## src/rtl/pixel_sensor_controller.sv

```systemverilog
// pixel_sensor_controller: frame sequencer driving erase, exposure, single-slope conversion and row readout
package PixelSensorConfig;
  localparam int PIXEL_ARRAY_HEIGHT = 2;
endpackage

module pixel_sensor_controller #(
  parameter int PIXEL_ARRAY_HEIGHT = PixelSensorConfig::PIXEL_ARRAY_HEIGHT,
  parameter int ERASE_CYCLES = 5,
  parameter int EXPOSE_CYCLES = 255,
  parameter int READ_CYCLES = 2,
  localparam int RW = PIXEL_ARRAY_HEIGHT > 1 ? $clog2(PIXEL_ARRAY_HEIGHT) : 1
) (
  input  logic                          CLK,
  input  logic                          RESET_N,
  input  logic                          START,
  output logic                          ERASE,
  output logic                          EXPOSE,
  output logic                          ANALOG_RAMP,
  output logic [7:0]                    DIGITAL_RAMP,
  output logic [PIXEL_ARRAY_HEIGHT-1:0] READ,
  output logic [RW-1:0]                 ROW_INDEX,
  output logic                          ROW_VALID,
  output logic                          BUSY,
  output logic                          FRAME_DONE
);
  localparam int M1 = ERASE_CYCLES > EXPOSE_CYCLES ? ERASE_CYCLES : EXPOSE_CYCLES;
  localparam int M2 = M1 > READ_CYCLES ? M1 : READ_CYCLES;
  localparam int CW = $clog2(M2 > 256 ? M2 : 256);
  typedef enum logic [2:0] {IDLE, ERASE_S, EXPOSE_S, CONVERT_S, READ_S} state_t;
  state_t state, state_nx;
  logic [CW-1:0] cnt, cnt_nx;
  logic [RW-1:0] row, row_nx;
  always_comb begin
    state_nx = state;
    cnt_nx = cnt - 1'b1;
    row_nx = row;
    case (state)
      IDLE: begin
        cnt_nx = '0;
        row_nx = '0;
        if (START) begin
          state_nx = ERASE_S;
          cnt_nx = CW'(ERASE_CYCLES - 1);
        end
      end
      ERASE_S: if (cnt == '0) begin
        state_nx = EXPOSE_S;
        cnt_nx = CW'(EXPOSE_CYCLES - 1);
      end
      EXPOSE_S: if (cnt == '0) begin
        state_nx = CONVERT_S;
        cnt_nx = CW'(255);
      end
      CONVERT_S: if (cnt == '0) begin
        state_nx = READ_S;
        cnt_nx = CW'(READ_CYCLES - 1);
        row_nx = '0;
      end
      READ_S: if (cnt == '0) begin
        if (row == RW'(PIXEL_ARRAY_HEIGHT - 1)) begin
          state_nx = IDLE;
          cnt_nx = '0;
          row_nx = '0;
        end else begin
          row_nx = row + 1'b1;
          cnt_nx = CW'(READ_CYCLES - 1);
        end
      end
      default: begin
        state_nx = IDLE;
        cnt_nx = '0;
        row_nx = '0;
      end
    endcase
  end
  // outputs are registered from the next-state view so each phase output aligns with its state
  always_ff @(posedge CLK or negedge RESET_N)
    if (!RESET_N) begin
      state <= IDLE;
      cnt <= '0;
      row <= '0;
      ERASE <= 1'b0;
      EXPOSE <= 1'b0;
      ANALOG_RAMP <= 1'b0;
      DIGITAL_RAMP <= '0;
      READ <= '0;
      ROW_INDEX <= '0;
      ROW_VALID <= 1'b0;
      BUSY <= 1'b0;
      FRAME_DONE <= 1'b0;
    end else begin
      state <= state_nx;
      cnt <= cnt_nx;
      row <= row_nx;
      ERASE <= state_nx == ERASE_S;
      EXPOSE <= state_nx == EXPOSE_S;
      ANALOG_RAMP <= state_nx == CONVERT_S;
      DIGITAL_RAMP <= state_nx == CONVERT_S ? 8'(CW'(255) - cnt_nx) : '0;
      READ <= state_nx == READ_S ? PIXEL_ARRAY_HEIGHT'(1) << row_nx : '0;
      ROW_INDEX <= state_nx == READ_S ? row_nx : '0;
      ROW_VALID <= state_nx == READ_S && cnt_nx == '0;
      BUSY <= state_nx != IDLE;
      FRAME_DONE <= state == READ_S && state_nx == IDLE;
    end
endmodule
```

## config.mk

```make
export PLATFORM = sky130hd
export DESIGN_NAME = pixel_sensor_controller
export DESIGN_NICKNAME = d
export VERILOG_FILES = /design/src/rtl/pixel_sensor_controller.sv
export SDC_FILE = /design/constraint.sdc
export NUM_CORES = 1
export LEC_CHECK = 0
export ABC_CLOCK_PERIOD_IN_PS = 2500
export CAP_MARGIN = 20
export CORE_MARGIN = 4
export CORE_UTILIZATION = 55
export CTS_BUF_LIST = sky130_fd_sc_hd__clkbuf_4 sky130_fd_sc_hd__clkbuf_8
export DETAILED_ROUTE_END_ITERATION = 7
export HOLD_SLACK_MARGIN = 0.05
export PLACE_DENSITY = 0.91
export SLEW_MARGIN = 25
export SYNTH_ARGS = -nofsm -noshare
export SYNTH_HDL_FRONTEND = slang
export SYNTH_SLANG_ARGS = --single-unit
```

## constraint.sdc

```tcl
create_clock -name CLK -period 2.5 [get_ports CLK]
set_clock_uncertainty 0.05 [all_clocks]
set_input_delay 0.5 -clock CLK [delete_from_list [all_inputs] [get_ports CLK]]
set_output_delay 0.5 -clock CLK [all_outputs]
set_load 0.005 [all_outputs]
```

==> flow_summary.yaml <==
run_status:
  outcome: "complete, no violations"
logic_synthesis:
  netlist-cell-type-count: 37
  synth_nets: 119
  syn_inst: 114
  syn_avg_cell_area_um2: 11.2
  syn_area_um2: 1270
  ys_warn_count: 0
  ys_ff_latch: 28
  seq_area_frac_synth: 0.550
die:
  rows: 17
  core_area_um2: 2210
  io_pins: 20
  dieArea_um2: 3150
  die_x_um: 56.1
  die_h_um: 56.1
  start_util: 0.576
timing:
  setup_viol: 0
  rsz0062_at_grt: "false"
  worstMarginPinSlew_ps: 482
  post-route-period-util: 0.930
  max-slew-margin-rel: 0.677
  slew_violations: 0
  hold_viol: 0
  period_needed_ps: 2320
  setup-tns-final_ps: 0
  fmax_ghz: 0.430
layout:
  num-nets-final: 142
  nFillCells: 171
  drive_gt1_frac: 0.147
  final_cell_area_um2: 1560
  final_common_cell: "dfrtp_1"
  multi_input_area_um2: 533
  num_antenna_cells: 0
  layout_common_cells: "28 x dfrtp_1, 23 x nor2_1, 19 x clkdlybuf4s50_1"
  seq_area_um2: 701
  syn_to_final_growth_pct: 22.1
routing:
  via_per_inst: 5.63
  drt-initial-drc-count: 37
  ant_nets: 0
  drcViolationCount: 0
  routedWlPerCell_um: 14.5
  vias: 923
  firstDrtPassIters: 5
  wl_um: 2380
clocking:
  postCtsSetupBuffers: 0
  numCtsBuffers: 3
  cts-hold-fix-buffers: 0
  cts_sinks: 28
  cts_tree: "yes"
  ctsResizeCount: 0
  cts_buffer_depth: 2
  insertion_delay_ps: 320
  clk_pin_slew_worst_paths_ps: 140
  h-tree-depth: 1
  root_buffer: "clkbuf_4"
power:
  p_int_mw: 1.21
  power_density_nw_per_um2: 1250
  clkPwrFrac: 0.148
  p_leak_nw: 0.706
  switchingPower_mw: 0.739
  power.share.combinational: 0.458
  p_sw_frac: 0.380
  peakVddDrop_mv: 0.748
  p_seq_frac: 0.394
grt:
  overflow: 0
  antenna_found_initial: 0
  grt_usage: 0.168
  grt_pass1_wl_um: 4180
  grt_pass1_vias: 912
  grt_max_degree: 29
setup_path:
  crit_family: "simple AND/OR/NAND/NOR gates"
  endpoint_kind: "flip-flop"
  slowest_delay_ps: 450
  cp_max_fo: 9
  required_ps: 2680
  slowest_stage: "dfrtp_1"
  critPathLaunchType: "flip-flop"
  path_buf_inv: 2
  arrival_ps: 2510
  path_cells: "inv_1 > ha_1 > nor3b_2 > and2_1 > inv_2 > ha_1 > mux2_2 > a21oi_1 > o22ai_1 > and2_1"
  path_class: "flip-flop to flip-flop"
placed_design:
  post_dp_cell_area_um2: 1500
  port_buffers: 19
  place.gp.congestion: 0.877
  dp_hpwl_um: 1760
job:
  drv_cap: 0
worst_hold_path:
  hp-class: "primary input to asynchronous set/reset pin"
-- cell usage after synthesis, drive strengths merged --
cell type,number,area (um^2)
dfrtp,28,701
nor2,23,86.3
a21oi,6,33.8
inv,6,22.5
and2,4,25.0
xnor2,4,35.0
clkbuf,3,11.3
nand2,3,11.3
nand2b,3,18.8
nand3,3,15.0
nor3,3,15.0
a22oi,2,42.5
ha,2,25.0
nor4,2,27.5
nor4b,2,23.8
o21bai,2,18.8
or3b,2,17.5
or4,2,22.5
a2111oi,1,8.76
a211o,1,8.76
a211oi,1,7.51
a2bb2oi,1,8.76
a311o,1,10.0
a311oi,1,8.76
and4b,1,10.0
buf,1,7.51
mux2,1,11.3
nand4,1,6.26
nor3b,1,12.5
o211ai,1,7.51
o22ai,1,6.26
xor2,1,8.76
-- routing by layer --
metal  track usage  vias to the layer above  wire length [um]
met1         0.204                      445              1030
met5             0                        -                 0
met2         0.299                       32              1210
met4        0.0610                        0                25
li1              -                      442                 -
met3        0.0278                        4               112
-- flip-flops by register name, indices dropped and copies added, names as in the netlist --
| signal | flops |
|---|---|
| state | 3 |
| EXPOSE | 1 |
| ANALOG_RAMP | 1 |
| DIGITAL_RAMP | 8 |
| BUSY | 1 |
| ERASE | 1 |
| FRAME_DONE | 1 |
| cnt | 8 |
| row | 1 |
| ROW_VALID | 1 |
| READ | 2 |
-- layout make-up --
type | count | area share
Inverter | 6 | 0.0145
Timing Repair Buffer | 22 | 0.137
Clock buffer | 3 | 0.0145
Sequential cell | 28 | 0.450
Multi-Input combinational cell | 76 | 0.342
Clock inverter | 1 | 0.0193
Tap cell | 28 | 0.0225
-- worst register-to-register path: cells and delay by family, from the launching register on --
| family | cells | cell delay, ps |
|---|---|---|
| and+or+nand+nor | 3 | 640 |
| buffers and inverters | 2 | 190 |
| muxes | 1 | 250 |
| adders and majority gates | 2 | 390 |
| AOI/OAI and AO/OA | 2 | 260 |
| DFF | 1 | 450 |
-- final timing paths --
kind                          start              end  slack [ps]  depth (start not counted)
max                          cnt[0]          READ[1]         180                         10
min                         RESET_N          READ[1]         470                          2
max reg2reg                  cnt[0]          READ[1]         180                         10
min reg2reg                state[2]         state[1]         650                          1
max in group asynchronous   RESET_N  DIGITAL_RAMP[0]        1680                          2
min in group CLK           state[2]         state[1]         650                          1
-- power groups by stage --
stage	logic, mW	registers (mW)	clock network, mW
5_1_grt	0.987	0.790	0.315
6_report	0.890	0.767	0.288
3_3_place_gp	0.862	0.763	0
2_1_floorplan	0.614	0.723	0
4_1_cts	0.897	0.766	0.294
3_5_place_dp	0.889	0.775	0
-- kinds of logic after synthesis --
| family | count (synthesis) | share of synthesized area |
|---|---|---|
| fa+ha+maj | 2 | 0.0196 |
| mux | 1 | 0.00883 |
| compound gates | 18 | 0.127 |
| simple gates | 50 | 0.229 |
| xor+xnor | 5 | 0.0343 |
| flops | 28 | 0.550 |
| buf+inv | 10 | 0.0324 |
-- through the flow --
step                      utilization  hold slack, ps  setup WS (ps)  std cells  total power [mW]
after floorplan                     -             154            227        114              1.34
after global placement          0.680             597            381        160              1.63
after detailed placement        0.680             619            190        160              1.66
after CTS                       0.704             478            176        164              1.96
after global routing            0.704             498           71.7        164              2.09
final                           0.704             475            176        164              1.94
No activity file was read; power rests on OpenSTA's default activity.
